File: config.mk
export PLATFORM = sky130hd
export DESIGN_NAME = spm_led_uart_tx
export DESIGN_NICKNAME = d
export VERILOG_FILES = /design/src/rtl/spm_pkg.sv /design/src/rtl/spm_baud_tick.sv /design/src/rtl/spm_led_uart_tx.sv
export SDC_FILE = /design/constraint.sdc
export NUM_CORES = 1
export LEC_CHECK = 0
export BUFFER_PORTS_ARGS = -buffer_cell sky130_fd_sc_hd__buf_2
export CAP_MARGIN = 10
export CORE_UTILIZATION = 40
export CTS_BUF_LIST = sky130_fd_sc_hd__clkbuf_16
export DETAILED_ROUTE_END_ITERATION = 12
export GPL_TIMING_DRIVEN = 0
export SYNTH_ARGS = -nofsm -noshare
export SYNTH_HDL_FRONTEND = slang
export SYNTH_SLANG_ARGS = --single-unit
File: constraint.sdc
create_clock -name clk -period 1.8 [get_ports clk]
set_input_delay 0.27 -clock clk [delete_from_list [all_inputs] [get_ports clk]]
set_output_delay 0.27 -clock clk [all_outputs]
set_load 0.1 [all_outputs]
File: src/rtl/spm_pkg.sv
// Shared definitions for the LED-change UART transmitter: FSM encoding and frame geometry.
package spm_pkg;

  typedef enum logic [1:0] {
    ST_IDLE  = 2'd0,
    ST_START = 2'd1,
    ST_DATA  = 2'd2,
    ST_STOP  = 2'd3
  } spm_state_e;

  localparam int SPM_CLKS_PER_BIT = 434;
  localparam int SPM_FRAME_BITS   = 10;
  localparam int SPM_DATA_BITS    = SPM_FRAME_BITS - 2;

endpackage

File: src/rtl/spm_baud_tick.sv
// Bit-period tick generator; held cleared while not running so every frame starts on a fresh bit.
module spm_baud_tick
  import spm_pkg::*;
#(
  parameter int CLKS_PER_BIT = SPM_CLKS_PER_BIT
) (
  input  logic clk,
  input  logic rst,
  input  logic run,
  output logic tick
);

  localparam int CW = $clog2(CLKS_PER_BIT);
  localparam logic [CW-1:0] RELOAD = CW'(CLKS_PER_BIT - 1);

  logic [CW-1:0] cnt;

  // 0 marks the first cycle of a bit; reload then count down to terminal count 1.
  assign tick = run && (cnt == CW'(1));

  always_ff @(posedge clk) begin
    if (rst || !run || tick) begin
      cnt <= '0;
    end else if (cnt == '0) begin
      cnt <= RELOAD;
    end else begin
      cnt <= cnt - 1'b1;
    end
  end

endmodule

File: src/rtl/spm_led_uart_tx.sv
// Sends each observed change of the LED byte as a UART 8N1 frame, with a one-deep pending slot.
//   state    | meaning
//   ST_IDLE  | line high, waiting for a change on data_in
//   ST_START | start bit (low)
//   ST_DATA  | eight data bits, LSB first
//   ST_STOP  | stop bit (high); last cycle may chain straight into the next frame
module spm_led_uart_tx
  import spm_pkg::*;
#(
  parameter int CLKS_PER_BIT = SPM_CLKS_PER_BIT
) (
  input  logic        clk,
  input  logic        rst,
  input  logic        en,
  input  logic [7:0]  data_in,
  output logic        tx,
  output logic        busy,
  output logic [15:0] frame_cnt,
  output logic [7:0]  drop_cnt
);

  spm_state_e state;
  logic [7:0] prev;
  logic [7:0] shreg;
  logic [7:0] pend_data;
  logic       pend_vld;
  logic [2:0] bits_left;
  logic       tick;
  logic       change;
  logic       last_stop;

  assign change    = en && (data_in != prev);
  assign last_stop = (state == ST_STOP) && tick;

  spm_baud_tick #(
    .CLKS_PER_BIT(CLKS_PER_BIT)
  ) u_tick (
    .clk  (clk),
    .rst  (rst),
    .run  (busy),
    .tick (tick)
  );

  always_ff @(posedge clk) begin
    if (rst) begin
      state     <= ST_IDLE;
      prev      <= 8'h00;
      shreg     <= 8'h00;
      pend_data <= 8'h00;
      pend_vld  <= 1'b0;
      bits_left <= 3'd0;
      tx        <= 1'b1;
      busy      <= 1'b0;
      frame_cnt <= 16'd0;
      drop_cnt  <= 8'h00;
    end else begin
      if (en) prev <= data_in;

      // On the last stop cycle a valid pending byte is consumed, so a new byte refills it without a drop.
      if (change && state != ST_IDLE) begin
        if (!last_stop || pend_vld) pend_data <= data_in;
        if (!last_stop) begin
          pend_vld <= 1'b1;
          if (pend_vld && drop_cnt != 8'hFF) drop_cnt <= drop_cnt + 8'd1;
        end
      end else if (last_stop) begin
        pend_vld <= 1'b0;
      end

      case (state)
        ST_IDLE: begin
          if (change) begin
            shreg <= data_in;
            state <= ST_START;
            tx    <= 1'b0;
            busy  <= 1'b1;
          end
        end
        ST_START: begin
          if (tick) begin
            state     <= ST_DATA;
            tx        <= shreg[0];
            bits_left <= 3'(SPM_DATA_BITS - 1);
          end
        end
        ST_DATA: begin
          if (tick) begin
            if (bits_left == 3'd0) begin
              state <= ST_STOP;
              tx    <= 1'b1;
            end else begin
              bits_left <= bits_left - 3'd1;
              shreg     <= {1'b0, shreg[7:1]};
              tx        <= shreg[1];
            end
          end
        end
        ST_STOP: begin
          if (tick) begin
            frame_cnt <= frame_cnt + 16'd1;
            if (pend_vld || change) begin
              shreg <= pend_vld ? pend_data : data_in;
              state <= ST_START;
              tx    <= 1'b0;
            end else begin
              state <= ST_IDLE;
              busy  <= 1'b0;
            end
          end
        end
        default: state <= ST_IDLE;
      endcase
    end
  end

endmodule

**After elaboration in Yosys (flattened, before gate mapping)**

Index checks and enable logic that the tools add are counted.

- Input port bits: 11
- Logic and storage cells: 94
- Flip-flop bits (word level): 65
- Output and inout port bits: 26

- $add $sub $neg: 4
- Muxes and demuxes: 33
- Equality and inequality tests: 15
- Reductions and logical operators: 29
- Bitwise operators: 1

Operators with widths:

| kind | count |
|---|---|
| 2-to-1 mux 8 bit | 6 |
| one-hot mux 8 bit (3 select lines) | 1 |
| adder 16 x 1 -> 16 bit (second input constant) | 1 |
| != test 2 bit (second input constant) | 8 |
| 2-to-1 mux 1 bit | 13 |
| 2-to-1 mux 2 bit | 5 |
| AND reduction 5 bit | 2 |
| equality test 9 x 1 -> 1 bit (second input constant) | 1 |
| zero test 9 bit | 1 |
| 2-to-1 mux 3 bit | 3 |
| 2-to-1 mux 9 bit | 1 |
| subtractor 9 x 1 -> 9 bit (second input constant) | 1 |
| adder 8 x 1 -> 8 bit (second input constant) | 1 |
| != test 8 bit | 1 |
| != test 8 bit (second input constant) | 1 |
| one-hot mux 2 bit (4 select lines) | 1 |
| AND reduction 4 bit | 2 |
| nonzero test 2 bit | 4 |
| one-hot mux 3 bit (2 select lines) | 1 |
| AND reduction 2 bit | 3 |
| AND reduction 6 bit | 1 |
| logical AND 1 bit | 5 |
| equality test 2 bit (second input constant) | 2 |
| logical OR 1 bit | 4 |
| 12 further kinds | 13 |

**Longest topological paths before layout**

- Word-level depth: 6
- Depth in mapped cells: 9
- Depth with buffers taken out: 9

**By module**

From an unflattened synthesis, not the netlist that was laid out.

- Cells, all modules: 360
- Area total of the unflattened synthesis: 3249.4 µm²

Modules (own cells, without submodules):

| module | area each (µm²) | times used | seq. area each (µm²) | cells an instance |
|---|---|---|---|---|
| spm_led_uart_tx | 2780.2 | 1 | 1121.1 | 307 |
| spm_baud_tick | 469.2 | 1 | 180.2 | 53 |

**Worst setup path before layout**

Ideal clock, no wire load.

- Path type: register to register
- From: register drop_cnt[0]
- To: register drop_cnt[5]
- Path buffers: 0
- Setup slack: -571 ps
- Data required time: 1672 ps
- Stages on the path, launching flop included: 7
- Period minus slack after synthesis: 2371 ps
- Arrival: 2244 ps
- Setup time: 128 ps
- Path through: dfxtp_1 -> ha_1 -> nand3_1 -> o211ai_1 -> nor3_1 -> xnor2_1 -> nor2_1

- Word-level cells in the longest chain between the ends: 3
- Elaborated cells between the ends (all ways): 4
- Those cells by class: add/sub (1); eq/ne (1); reduce/logical (2)

Ends and longest elaborated chain:

| what | RTL line | RTL |
|---|---|---|
| start: declaration | spm_led_uart_tx.sv:19 | `output logic [7:0] drop_cnt` |
| start signal: assignment | spm_led_uart_tx.sv:64 | `if (pend_vld && drop_cnt != 8'hFF) drop_cnt <= drop_cnt + 8'd1;` |
| parallel branches: the longest is 3 deep, another holds adder 8 x 1 -> 8 bit | n/a |  |

Several ways; the timed one is not identified.
A chain may end at the register's enable or synchronous reset.

**Worst setup path in the final report**

- From: register u_tick.cnt[1]
- To: register shreg[5]

- Word-level cells in the longest chain between the ends: 4
- Elaborated cells between the ends (all ways): 5
- Those cells by class: eq/ne (3); reduce/logical (2)

Ends and longest elaborated chain:

| what | RTL line | RTL |
|---|---|---|
| start: declaration | spm_baud_tick.sv:16 | `logic [CW-1:0] cnt;` |
| start signal: assignment | spm_baud_tick.sv:27 | `cnt <= cnt - 1'b1;` |
| equality test 9 x 1 -> 1 bit * | spm_baud_tick.sv:19 | `assign tick = run && (cnt == CW'(1));` |
| logical AND 1 bit * | spm_baud_tick.sv:19 |  |
| != test 2 bit (no line) | n/a |  |
| AND reduction 6 bit (no line) * | n/a |  |
| end signal: assignment | spm_led_uart_tx.sv:73 | `shreg <= data_in;` |
| end signal: assignment | spm_led_uart_tx.sv:93 | `shreg <= {1'b0, shreg[7:1]};` |
| end signal: assignment | spm_led_uart_tx.sv:102 | `shreg <= pend_vld ? pend_data : data_in;` |
| end: declaration | spm_led_uart_tx.sv:24 | `logic [7:0] shreg;` |

Mark *: on every way between the ends. The rest lies on a longest branch, timed or not.

==> results.sh <==
export IMPL_status="finished with violations"
export IMPL_violations="negative setup slack"
export IMPL_syn_nets=386
export IMPL_syn_avg_cell_area_um2=8.97
export IMPL_timing_rr_start="u_tick.cnt[1]"
export IMPL_io_pins=37
export IMPL_cap_violations=0
export IMPL_antenna_found_initial=0
export IMPL_synth_top_area_share_pct=39.8
export IMPL_cp_depth=9
export IMPL_grt_pass1_wl_mm=13.4
export IMPL_first_pass_iters=7
export IMPL_yosysSeqAreaShare_pct=39.8
export IMPL_finalSetupViolations=35
export IMPL_clock_skew_ns=0.00646
export IMPL_clockBufferDepth=2
export IMPL_wl_per_cell_um=15.2
export IMPL_utilization_pct=57.7
export IMPL_h_tree_depth=3
export IMPL_grt_util_all_layers_pct=19.8
export IMPL_cpLargestDelayFamily="buffers and inverters"
export IMPL_slew_headroom_pct=47.4
export IMPL_cp_max_fo=7
export IMPL_cp_cell_sequence="inv_2, ha_4, nor4b_4, buf_4, nand4_1, o31a_1, a21oi_4, buf_12, mux2_4"
export IMPL_antenna_cells=0
export IMPL_place_gp_congestion=0.801
export IMPL_syn2layout_area_growth_pct=37.9
export IMPL_synth_area_um2=3270
export IMPL_worst_path_largest_cell_delay_ns=0.32
export IMPL_crit_end="shreg[5]"
export IMPL_setup_tns_ns=-2.52
export IMPL_p_leak_nw=1.89
export IMPL_cp_startpoint="u_tick.cnt[1]"
export IMPL_hold_path_class="in2reg"
export IMPL_die_width_um=92.4
export IMPL_synth_seq_cells=65
export IMPL_ys_warnings_count=0
export IMPL_crit_buf_inv=3
export IMPL_period_needed_ns=1.93
export IMPL_whs_ns=0.254
export IMPL_vias=2846
export IMPL_grtUsageMet3_pct=3.28
export IMPL_worstPathRequired_ns=2.01
export IMPL_use_met1_pct=27.6
export IMPL_ff2ff_path_depth=9
export IMPL_cp_end_kind="flop"
export IMPL_top_usage_layer="met2"
export IMPL_clkLatencyLatePin_ns=0.33
export IMPL_worst_pin_slew_ns=0.789
export IMPL_hold_viol_final=0
export IMPL_drc=0
export IMPL_vias_per_cell=5.29
export IMPL_grt_use_met2_pct=30.9
export IMPL_nets=453
export IMPL_final_common_cell="nor2_1"
export IMPL_cts_tree="done"
export IMPL_regToRegSetupSlack_ns=-0.13
export IMPL_drt_initial_drc_count=145
export IMPL_grt_start_max_net_pins=12
export IMPL_synth_top_area_cell="dfxtp_1"
export IMPL_io_buffers=35
export IMPL_syn_inst=364
export IMPL_cts_root_buf="clkbuf_16"
export IMPL_slowest_stage="dfxtp_2"
export IMPL_wl_mm=8.19
export IMPL_fp_dieArea_um2=8530
export IMPL_slew_viol_final=0
export IMPL_fin_crit_sh_pct=107
export IMPL_grt_pass1_vias=2719
export IMPL_finalWorstSetupSlack_ns=-0.133
export IMPL_r2r_end="shreg[5]"
export IMPL_p_per_area_nw_per_um2=1340
export IMPL_final_cells=538
export IMPL_arrival_ns=2.14
export IMPL_drive_gt1_share_pct=38.3
export IMPL_dp_hpwl_mm=5.27
export IMPL_die_y_um=92.4
export IMPL_rsz0062_at_grt="yes"
export IMPL_layout_common_cells="nor2_1 (48), buf_2 (37), dfxtp_1 (32), dfxtp_2 (27)"
export IMPL_post_place_cells=501
export IMPL_grt_overflow=0
export IMPL_cts_sinks=65
export IMPL_post_synth_num_cell_types=48
export IMPL_critPathKind="reg2reg"
export IMPL_max_freq_mhz=517
export IMPL_rows=32
export IMPL_clkTransAtPathRegs_ns=0.06
export IMPL_cp_start_kind="flop"
export IMPL_cts_inserted_buffers=9
export IMPL_drtAntennaViolNets=0
export IMPL_start_util_pct=41.8
export IMPL_core_area_um2=7810
export IMPL_synthTopCellsByArea="dfxtp_1 (40%), xnor2_1 (6.7%), mux2i_1 (6.4%), nor2_1 (5.7%), ha_1 (4.2%)"
export IMPL_ir_drop_uv=797
==> how the worst min path moves through the flow <==
stage | start | to | slack, ns | cells after the start
floorplan | data_in[1] | prev[1] | 0.42 | 2
global placement | pend_data[5] | pend_data[5] | 0.46 | 2
detailed placement | pend_data[7] | pend_data[7] | 0.47 | 2
CTS | data_in[7] | pend_data[7] | 0.24 | 3
global route | data_in[7] | pend_data[7] | 0.27 | 3
finish | data_in[7] | pend_data[7] | 0.25 | 3
==> cells by family after synthesis <==
group,after synthesis,share of synthesized area [%]
compound gates,46,10.3
xor+xnor,30,8.05
fa+ha+maj,11,4.21
buf+inv,30,3.75
flops,65,39.8
mux,29,9.20
simple gates,153,24.7
==> synthesized netlist by cell type (all sizes together) <==
master  count
a211oi      1
a21boi      1
a21oi      15
a221oi      1
a222oi      7
a22oi       1
a31oi       1
and2        2
and3        1
and4        2
buf         6
clkbuf     11
dfxtp      65
ha         11
inv        13
mux2        8
mux2i      21
nand2      14
nand2b     22
nand3      13
nand3b      1
nand4      10
nand4b      1
nor2       50
nor2b      10
nor3       13
nor4        5
nor4b       2
o211ai      1
o21a        1
o21ai      11
o21bai      1
o31a        3
o31ai       1
o41ai       1
or2         1
or3         6
xnor2      25
xor2        5
==> flip-flops by register name, indices dropped and copies added (netlist names), 2 cells and up <==
signal	cells
prev	8
drop_cnt	8
bits_left	3
pend_data	8
u_tick.cnt	9
state	2
frame_cnt	16
shreg	8
==> per-stage QoR <==
| step | setup WS [ns] | total power (W) | cell area, um2 |
|---|---|---|---|
| global placement | -0.427 | 0.00368 | 3680 |
| CTS | -0.162 | 0.00593 | 4320 |
| detailed placement | -0.424 | 0.00370 | 3680 |
| floorplan | -0.0505 | 0.00335 | 3380 |
| finish | -0.133 | 0.00602 | 4500 |
| global route | -0.236 | 0.00633 | 4500 |
==> per-layer routing <==
layer | vias up | wire, um
li1 | 1405 | -
met1 | 1380 | 4090
met2 | 50 | 3670
met3 | 11 | 307
met4 | 0 | 120
met5 | - | 0
==> report_power, final <==
group          internal, W  total, W  leakage, nW  switching, W
Clock              0.00114   0.00177        0.156      0.000629
Sequential         0.00169   0.00188        0.546      0.000193
Combinational      0.00117   0.00236         1.19       0.00119
Total              0.00400   0.00602         1.89       0.00202
==> final cells by class <==
type,instances,area [um2]
fillers,680,3300
multi-input cells,269,2170
clock inverters,6,56.3
inverters,13,48.8
well taps,102,128
flip-flops and latches,65,1360
repair buffers,57,385
plain buffers,16,106
clock buffers,10,250
==> tightest hold or removal path: stages <==
cell and delay [ns]:
buf_2 0.13, nand2b_1 0.07, mux2i_1 0.06
==> timing repair <==
action / in CTS / in global routing
setup buffers: 16 / 6
gates resized for setup: 48 / 35
pin swaps: 17 / 29
cloned: 1 / 1
endpoints found under the setup margin: 39 / 47
hold buffers: 0 / 0
(Power assumes the default switching activity.)
